### src/rtl/keypad_scan.sv
// 4x4 active-low matrix keypad scanner with debounce and a 4-digit BCD entry register.
// Rows are stepped on the shared scan tick; one key code is emitted per accepted press.
module keypad_scan #(
    parameter int DEB_TICKS = 4,
    parameter int CNT_BITS  = 3
) (
    input  logic       clk,
    input  logic       r_n,
    input  logic       scan,
    input  logic [3:0] col,
    output logic [3:0] row,
    output logic [3:0] key,
    output logic       key_valid,
    output logic       key_held,
    output logic [3:0] d0,
    output logic [3:0] d1,
    output logic [3:0] d2,
    output logic [3:0] d3
);

    typedef enum logic [1:0] {
        SCAN     = 2'd0,
        DEBOUNCE = 2'd1,
        HELD     = 2'd2
    } state_t;

    localparam logic [CNT_BITS:0] DEB_LIM = (CNT_BITS+1)'(DEB_TICKS);
    localparam logic [CNT_BITS:0] ONE_W   = (CNT_BITS+1)'(1);

    state_t              state, state_n;
    logic [1:0]          row_sel, row_sel_n;
    logic [1:0]          col_idx, col_idx_n;
    logic [CNT_BITS-1:0] deb_cnt, deb_cnt_n;
    logic [CNT_BITS-1:0] rel_cnt, rel_cnt_n;
    logic [CNT_BITS:0]   deb_inc, rel_inc;
    logic [3:0]          col_p0, col_s;
    logic                accept;
    logic [3:0]          key_code;

    function automatic logic [1:0] first_low(input logic [3:0] c);
        logic [1:0] idx;
        if (!c[0])      idx = 2'd0;
        else if (!c[1]) idx = 2'd1;
        else if (!c[2]) idx = 2'd2;
        else            idx = 2'd3;
        return idx;
    endfunction

    function automatic logic [3:0] key_map(input logic [1:0] r, input logic [1:0] c);
        logic [3:0] k;
        case ({r, c})
            4'h0: k = 4'h1;  4'h1: k = 4'h2;  4'h2: k = 4'h3;  4'h3: k = 4'hA;
            4'h4: k = 4'h4;  4'h5: k = 4'h5;  4'h6: k = 4'h6;  4'h7: k = 4'hB;
            4'h8: k = 4'h7;  4'h9: k = 4'h8;  4'hA: k = 4'h9;  4'hB: k = 4'hC;
            4'hC: k = 4'hE;  4'hD: k = 4'h0;  4'hE: k = 4'hF;  default: k = 4'hD;
        endcase
        return k;
    endfunction

    assign deb_inc  = {1'b0, deb_cnt} + ONE_W;
    assign rel_inc  = {1'b0, rel_cnt} + ONE_W;
    assign key_code = key_map(row_sel, col_idx);
    assign key_held = (state == HELD);

    always_ff @(posedge clk or negedge r_n) begin
        if (!r_n) state <= SCAN;
        else      state <= state_n;
    end

    always_comb begin
        state_n   = state;
        row_sel_n = row_sel;
        col_idx_n = col_idx;
        deb_cnt_n = deb_cnt;
        rel_cnt_n = rel_cnt;
        accept    = 1'b0;
        if (scan) begin
            case (state)
                SCAN: begin
                    if (col_s == 4'hF) begin
                        row_sel_n = row_sel + 2'd1;
                    end else begin
                        col_idx_n = first_low(col_s);
                        deb_cnt_n = CNT_BITS'(1);
                        state_n   = DEBOUNCE;
                    end
                end
                DEBOUNCE: begin
                    if (!col_s[col_idx]) begin
                        if (deb_inc >= DEB_LIM) begin
                            accept    = 1'b1;
                            deb_cnt_n = '0;
                            rel_cnt_n = '0;
                            state_n   = HELD;
                        end else begin
                            deb_cnt_n = deb_inc[CNT_BITS-1:0];
                        end
                    end else begin
                        // glitch: resume scanning past the bouncing row
                        deb_cnt_n = '0;
                        row_sel_n = row_sel + 2'd1;
                        state_n   = SCAN;
                    end
                end
                HELD: begin
                    if (col_s[col_idx]) begin
                        if (rel_inc >= DEB_LIM) begin
                            rel_cnt_n = '0;
                            row_sel_n = row_sel + 2'd1;
                            state_n   = SCAN;
                        end else begin
                            rel_cnt_n = rel_inc[CNT_BITS-1:0];
                        end
                    end else begin
                        rel_cnt_n = '0;
                    end
                end
                default: state_n = SCAN;
            endcase
        end
    end

    // stage p0 -> col_s: two-flop synchroniser, then scan-gated control and entry register
    always_ff @(posedge clk or negedge r_n) begin
        if (!r_n) begin
            col_p0    <= 4'hF;
            col_s     <= 4'hF;
            row_sel   <= 2'd0;
            row       <= 4'b1110;
            col_idx   <= 2'd0;
            deb_cnt   <= '0;
            rel_cnt   <= '0;
            key       <= 4'h0;
            key_valid <= 1'b0;
            d0        <= 4'hF;
            d1        <= 4'hF;
            d2        <= 4'hF;
            d3        <= 4'hF;
        end else begin
            col_p0    <= col;
            col_s     <= col_p0;
            row_sel   <= row_sel_n;
            row       <= ~(4'b0001 << row_sel_n);
            col_idx   <= col_idx_n;
            deb_cnt   <= deb_cnt_n;
            rel_cnt   <= rel_cnt_n;
            key_valid <= accept;
            if (accept) begin
                key <= key_code;
                if (key_code <= 4'h9) begin
                    d3 <= d2;
                    d2 <= d1;
                    d1 <= d0;
                    d0 <= key_code;
                end else if (key_code == 4'hE) begin
                    d0 <= 4'hF;
                    d1 <= 4'hF;
                    d2 <= 4'hF;
                    d3 <= 4'hF;
                end else if (key_code == 4'hF) begin
                    d0 <= d1;
                    d1 <= d2;
                    d2 <= d3;
                    d3 <= 4'hF;
                end
            end
        end
    end

endmodule

### config.mk
export PLATFORM = sky130hd
export DESIGN_NAME = keypad_scan
export DESIGN_NICKNAME = d
export VERILOG_FILES = /design/src/rtl/keypad_scan.sv
export SDC_FILE = /design/constraint.sdc
export NUM_CORES = 1
export LEC_CHECK = 0
export CORE_MARGIN = 5
export CORE_UTILIZATION = 50
export CTS_BUF_LIST = sky130_fd_sc_hd__clkbuf_4
export DETAILED_ROUTE_END_ITERATION = 8
export GPL_ROUTABILITY_DRIVEN = 0
export GPL_TIMING_DRIVEN = 0
export PLACE_DENSITY_LB_ADDON = 0.3
export REMOVE_ABC_BUFFERS = 1
export SYNTH_ARGS = -nofsm -noshare
export SYNTH_HDL_FRONTEND = slang
export SYNTH_SLANG_ARGS = --single-unit
### constraint.sdc
create_clock -name clk -period 2.7 [get_ports clk]
set_input_delay 0.81 -clock clk [delete_from_list [all_inputs] [get_ports clk]]
set_output_delay 0.81 -clock clk [all_outputs]
set_load 0.02 [all_outputs]
After elaboration in Yosys (flattened, before gate mapping):

Memory sizes are Yosys's and may differ from the RTL's.
Cells that the tools add are included.

* bitwise logic cells: 2
* multiplexer cells: 42
* add/subtract/negate cells: 3
* equal/unequal tests: 11
* shifts and indexed selects: 1
* magnitude comparators: 4
* reductions and logical operators: 9

Operator list (count)
* two-way mux 4 bit: 12
* two-way mux 2 bit: 12
* two-way mux 3 bit: 7
* equality test 4 bit (second input constant): 3
* case mux 2 bit (3 select lines): 2
* case mux 3 bit (2 select lines): 2
* adder 3 x 1 -> 4 bit (second input constant): 2
* >= comparator 4 x 3 -> 1 bit (second input constant): 2
* two-way mux 1 bit: 6
* != test 2 bit (second input constant): 3
* AND reduction 3 bit: 2
* AND reduction 5 bit: 1
* <= comparator 4 bit (second input constant): 1
* != test 2 x 1 -> 1 bit (second input constant): 2
* NOT 4 bit: 1
* AND reduction 4 bit: 1
* nonzero test 2 bit: 2
* << shifter 1 x 2 -> 4 bit (first input constant): 1
* less-than comparator 2 x 3 -> 1 bit (second input constant): 1
* != test 3 bit (second input constant): 1
* nonzero test 3 bit: 1
* adder 2 x 1 -> 2 bit (second input constant): 1
* binary-select mux 1 bit (select 2 bit): 1
* equality test 2 x 1 -> 1 bit (second input constant): 1
* 4 further kinds: 4

* bits in read-only memories: 64
* memories kept: 1
* register bits after elaboration: 45

Memories
* (no name shown): words 16, bits a word 4, rd ports 1, clocked after memory_dff 0, write ports 0, line 51 `case ({r, c})`

Depth between registers and ports, before layout:

Gate-level depths: netlist of the first run.

* depth after elaboration: 8
* depth in mapped cells: 11
* depth with buffers taken out: 8

Worst setup path after synthesis of the first run:

No wires, ideal clock.

* kind: register -> register
* from: reg col_idx[0]
* to: reg d1[2]
* arrival time: 2.083 ns
* path slack: 0.535 ns
* stages on the path, launching flop included: 9
* data required time: 2.618 ns
* buffers on the path: 2
* cells stage by stage: dfrtp_1 -> inv_2 -> ha_1 -> mux4_2 -> buf_2 -> nor2_1 -> o31a_1 -> buf_4 -> mux2_2

* longest elaborated chain between the ends: 6
* elaborated cells between the ends (all ways): 13

Ends and longest elaborated chain
* start: declaration: line 32 `logic [1:0] col_idx, col_idx_n;`
* start signal: assignment: line 144 `col_idx <= col_idx_n;`
* branches (longest 6 deep; another with memory read (16 x 4 bit))
* end signal: assignment: line 136 `d1 <= 4'hF;`
* end signal: assignment: line 153 `d1 <= d0;`
* end signal: assignment: line 157 `d1 <= 4'hF;`
* end: declaration: line 16 `output logic [3:0] d1,`

Several ways; the timed one is not identified. The select of a mux whose other input is x is not followed.
A chain may end at the register's enable or synchronous reset.

Worst setup path after layout of the first run:

* from: reg col_idx[1]
* to: reg d1[2]

Same word-level chain as after synthesis.

==> results.sh, run 1 <==
export IMPL_start_util=0.521
export IMPL_cts_resized=5
export IMPL_via_per_inst=5.64
export IMPL_cp_depth=6
export IMPL_htree_levels=2
export IMPL_coreArea_um2=4750
export IMPL_timing_fmax_mhz=393
export IMPL_synth_cells=224
export IMPL_worst_path_max_delay_cell="dfrtp_1"
export IMPL_rsz0062_at_grt="false"
export IMPL_synth_edff_count=0
export IMPL_die_area_um2=6460
export IMPL_vias=1816
export IMPL_dpl_hpwl_um=3430
export IMPL_synth_warnings=0
export IMPL_hold_depth=0
export IMPL_critPathKind="reg2reg"
export IMPL_dieWidth_um=80.4
export IMPL_drtIter0Drc=120
export IMPL_area_growth_pct=18.5
export IMPL_drv_slew=0
export IMPL_wl_per_cell_um=15.2
export IMPL_cts_tree="done"
export IMPL_hold_class="reg2reg"
export IMPL_placementRows=25
export IMPL_ios=33
export IMPL_hold_viol=0
export IMPL_synth_seq_area_share=0.468
export IMPL_crit_buf_inv=1
export IMPL_grt_overflow=0
export IMPL_finClkSkew_ns=0.00980
export IMPL_finalSetupViolations=0
export IMPL_cp_max_fo=15
export IMPL_root_buffer="clkbuf_4"
export IMPL_fin_crit_ns=2.54
export IMPL_io_buffers=32
export IMPL_yosysTopAreaCellShare=0.286
export IMPL_cp_end_kind="flip-flop"
export IMPL_finalCritPeriodShare=0.941
export IMPL_synth_area_um2=2480
export IMPL_synth_distinct_cells=53
export IMPL_p_leak_nw=1.24
export IMPL_post_cts_setup_buffers=0
export IMPL_grt_max_degree=27
export IMPL_final_util=0.618
export IMPL_worstRegToRegCells=6
export IMPL_clk_latency_ns=0.36
export IMPL_cp_arrival_ns=2.84
export IMPL_grtUsageTotal=0.167
export IMPL_drive_gt1_frac=0.227
export IMPL_multi_input_area_um2=1200
export IMPL_cts_hold_buffers=0
export IMPL_peakVddDrop_uv=573
export IMPL_clock_sinks=45
export IMPL_final_fill_count=414
export IMPL_yosys_register_bits=45
export IMPL_max_stage_delay_ns=0.57
export IMPL_diodes=0
export IMPL_finalSetupTns_ns=0
export IMPL_grt_pass1_wl_um=8370
export IMPL_cp_cell_sequence="inv_2, ha_1, mux4_2, nor2_4, o31a_2, mux2_2"
export IMPL_layout_nets=273
export IMPL_design_area_um2=2940
export IMPL_clkTransAtPathRegs_ns=0.13
export IMPL_cts_buffer_depth=2
export IMPL_maxSlewHeadroom=0.576
export IMPL_outcome="finished clean"
export IMPL_regArea_um2=1160
export IMPL_die_y_um=80.4
export IMPL_post_dp_cell_area_um2=2840
export IMPL_report_power_total_mw=3.27
export IMPL_antenna_found_initial=0
export IMPL_final_common_cell="clkdlybuf4s50_1"
export IMPL_yosys_top_cells_area="dfstp_2, dfrtp_1, ha_1, mux2i_1, o21ai_0"
export IMPL_worst_setup_path_start_kind="flip-flop"
export IMPL_cts_buffers=5
export IMPL_synth_ff_type="dfstp_2"
export IMPL_finalWirelength_um=4890
export IMPL_async_reset_ff_frac=1.00
export IMPL_final_cell_mix="clkdlybuf4s50_1, dfstp_2, inv_1, nand2_1, dfrtp_1"
export IMPL_drc_errors=0
export IMPL_crit_family="multiplexers"
export IMPL_grt_pass1_vias=1710
export IMPL_cp_required_ns=3.00
export IMPL_worstMarginPinSlew_ns=0.624
export IMPL_yosysTopAreaCell="dfstp_2"
export IMPL_drt_antenna_violating_nets=0
export IMPL_p_per_area_nw_per_um2=1110
export IMPL_avgSynthCellArea_um2=11.1
export IMPL_first_pass_iters=4
export IMPL_cap_viol_max_count=0
==> layer usage <==
layer	share of wire	GRT usage	wire length (um)
met1	0.49	0.238	2380
met2	0.47	0.243	2270
met3	0.034	0.0426	166
met4	0.015	0.0608	73
met5	0	0	0
==> metrics by stage <==
step                hold slack (ns)  worst slack, ns  std cells
global placement              0.346           -0.368        313
CTS                           0.366           0.0282        322
finish                        0.364            0.159        322
detailed placement            0.347           -0.340        314
floorplan                     0.345            0.200        214
global route                  0.367          0.00239        322
==> power by group <==
group	total [mW]	internal [mW]	switching, mW
clock	0.418	0.203	0.215
combinational	1.66	0.749	0.913
sequential	1.19	0.965	0.221
==> final timing paths <==
path | from | slack, ns | endpoint
worst max-delay path | col_idx[1] | 0.16 | d1[2]
worst min-delay path | col_p0[2] | 0.36 | col_s[2]
worst max register to register | col_idx[1] | 0.16 | d1[2]
worst min register to register | col_p0[2] | 0.36 | col_s[2]
max in group asynchronous | r_n | 1.76 | d2[2]
min in group asynchronous | r_n | 0.37 | deb_cnt[0]
==> worst register-to-register path, stage by stage (launching register included) <==
cell and delay (ns):
dfrtp_1 0.57, inv_2 0.11, ha_1 0.21, mux4_2 0.53, nor2_4 0.23, o31a_2 0.45
mux2_2 0.39
==> cells in the mapped netlist, drive strengths merged (3+ instances only) <==
library cell / count
a211o: 5
a21o: 4
a21oi: 4
a22o: 3
and2: 3
buf: 10
dfrtp: 18
dfstp: 27
ha: 12
inv: 21
mux2: 8
mux2i: 15
mux4: 3
nand2: 18
nand3: 4
nand4: 3
nor2: 5
nor3: 3
o21ai: 17
o22a: 6
o22ai: 4
o32a: 3
==> logic make-up (layout without fill, tap and decap cells) <==
| kind of cell | after synthesis | in the layout | synth area share |
|---|---|---|---|
| AOI/OAI and AO/OA | 66 | 66 | 0.202 |
| DFF | 45 | 45 | 0.468 |
| muxes | 26 | 26 | 0.124 |
| buffers and inverters | 31 | 62 | 0.0565 |
| and+or+nand+nor | 44 | 44 | 0.0888 |
| adders and majority gates | 12 | 12 | 0.0606 |
==> flip-flops by register name, indices dropped and copies added (netlist names) <==
signal and count:
col_idx 2, col_p0 4, col_s 4, d0 4, d1 4, d2 4, d3 4, deb_cnt 3
key 4, key_valid 1, rel_cnt 3, row 4, row_sel 2, state 2
==> cell type report <==
cell class / instances / area share
clock inverter: 2 / 0.0115
sequential: 45 / 0.395
clock buffer: 6 / 0.0153
timing repair buffer: 33 / 0.114
inverter: 21 / 0.0268
tap: 67 / 0.0285
multi-input combinational: 148 / 0.409
Power figures use the tool's default switching activity.
==> run 2: changes to the inputs <==
--- a/config.mk
+++ b/config.mk
@@ -10,7 +10,6 @@
 export CTS_BUF_LIST = sky130_fd_sc_hd__clkbuf_4
 export DETAILED_ROUTE_END_ITERATION = 8
 export GPL_ROUTABILITY_DRIVEN = 0
-export GPL_TIMING_DRIVEN = 0
 export PLACE_DENSITY_LB_ADDON = 0.3
 export REMOVE_ABC_BUFFERS = 1
 export SYNTH_ARGS = -nofsm -noshare
==> results.sh, run 2 (synthesis gave the netlist of run 1 again) <==
export IMPL_final_common_cell="clkdlybuf4s50_1"
export IMPL_dieWidth_um=80.4
export IMPL_coreArea_um2=4750
export IMPL_die_y_um=80.4
export IMPL_r2r_end="d1[2]"
export IMPL_drive_gt1_frac=0.238
export IMPL_antenna_found_initial=0
export IMPL_drv_slew=0
export IMPL_startpoint="row_sel[0]"
export IMPL_critPathKind="reg2reg"
export IMPL_final_util=0.627
export IMPL_root_buffer="clkbuf_4"
export IMPL_fin_crit_ns=2.37
export IMPL_peakVddDrop_uv=548
export IMPL_die_area_um2=6460
export IMPL_htree_levels=2
export IMPL_grt_overflow=0
export IMPL_dpl_hpwl_um=3590
export IMPL_io_buffers=32
export IMPL_timing_final_ws_setup_ns=0.328
export IMPL_finalWirelength_um=5010
export IMPL_design_area_um2=2980
export IMPL_holdWs_ns=0.365
export IMPL_clk_latency_ns=0.36
export IMPL_cp_end_kind="flip-flop"
export IMPL_final_cell_mix="clkdlybuf4s50_1, dfstp_2, inv_1, nand2_1, dfrtp_1"
export IMPL_worstRegToRegCells=5
export IMPL_rsz0062_at_grt="false"
export IMPL_drc_errors=0
export IMPL_timing_fmax_mhz=422
export IMPL_grt_pass1_vias=1815
export IMPL_reg2reg_setup_slack_ns=0.33
export IMPL_cap_viol_max_count=0
export IMPL_p_leak_nw=1.29
export IMPL_post_dp_cell_area_um2=2900
export IMPL_placementRows=25
export IMPL_cts_buffer_depth=2
export IMPL_cts_hold_buffers=0
export IMPL_worstMarginPinSlew_ns=0.683
export IMPL_drt_antenna_violating_nets=0
export IMPL_cp_arrival_ns=2.67
export IMPL_finClkSkew_ns=0.0111
export IMPL_clock_sinks=45
export IMPL_first_pass_iters=5
export IMPL_cp_required_ns=2.99
export IMPL_grtUsageTotal=0.168
export IMPL_finalCritPeriodShare=0.879
export IMPL_regToRegStartpoint="row_sel[0]"
export IMPL_ios=33
export IMPL_cts_buffers=5
export IMPL_finalSetupTns_ns=0
export IMPL_dpl_worst_slack_ns=0.208
export IMPL_wl_per_cell_um=15.1
export IMPL_drtIter0Drc=79
export IMPL_grt_max_degree=32
export IMPL_layout_nets=283
export IMPL_hold_class="reg2reg"
export IMPL_finalSetupViolations=0
export IMPL_p_per_area_nw_per_um2=1100
export IMPL_hold_viol=0
export IMPL_start_util=0.521
export IMPL_via_per_inst=5.64
export IMPL_worst_setup_path_start_kind="flip-flop"
export IMPL_clkTransAtPathRegs_ns=0.13
export IMPL_cp_max_fo=14
export IMPL_cts_tree="done"
export IMPL_outcome="finished clean"
export IMPL_area_growth_pct=20.2
export IMPL_vias=1873
export IMPL_min_from="col_p0[0]"
export IMPL_crit_path_end="d1[2]"
export IMPL_grt_pass1_wl_um=8560
export IMPL_diodes=0
export IMPL_maxSlewHeadroom=0.544
==> run 2: layout make-up <==
class	instances	area, um2
sequential	45	1160
fill	417	1770
clock inverter	2	33.8
timing repair buffer	43	400
tap	67	83.8
clock buffer	6	45.0
multi-input combinational	148	1180
inverter	21	78.8
==> run 2: how the worst min path moves through the flow <==
stage	end	slack (ns)	depth (start not counted)
detailed placement	col_s[0]	0.35	0
floorplan	col_s[0]	0.35	0
finish	col_s[0]	0.36	0
CTS	col_s[0]	0.37	0
global route	col_s[0]	0.37	0
global placement	col_s[0]	0.35	0
==> run 2: worst max-delay path: stages (launching register included) <==
cell and delay (ns):
dfrtp_1 0.68, mux4_2 0.65, nor2_4 0.23, o31a_1 0.17, buf_4 0.23, mux2_2 0.35
==> run 2: stage by stage <==
| step | total power [mW] | instances |
|---|---|---|
| after floorplan | 2.25 | 214 |
| after global routing | 3.52 | 332 |
| after CTS | 3.31 | 332 |
| after detailed placement | 2.88 | 324 |
| final | 3.29 | 332 |
| after global placement | 2.84 | 324 |
==> run 2: layer usage <==
layer	routed length (um)	GRT usage	vias to the layer above
li1	-	-	894
met5	0	0	-
met3	214	0.0381	13
met4	113	0.0642	0
met1	2400	0.229	919
met2	2290	0.261	47
==> run 2: timing repair <==
item / 4_1_cts / 5_1_grt
buffers inserted: 0 / 0
resized for setup: 0 / 1
hold endpoints to repair: 0 / 0
setup endpoints to repair: 0 / 1
==> run 2: power by group <==
| part | internal [mW] | leakage [nW] | switching, mW |
|---|---|---|---|
| Sequential | 0.964 | 0.521 | 0.190 |
| Combinational | 0.778 | 0.730 | 0.937 |
| Clock | 0.203 | 0.0433 | 0.216 |
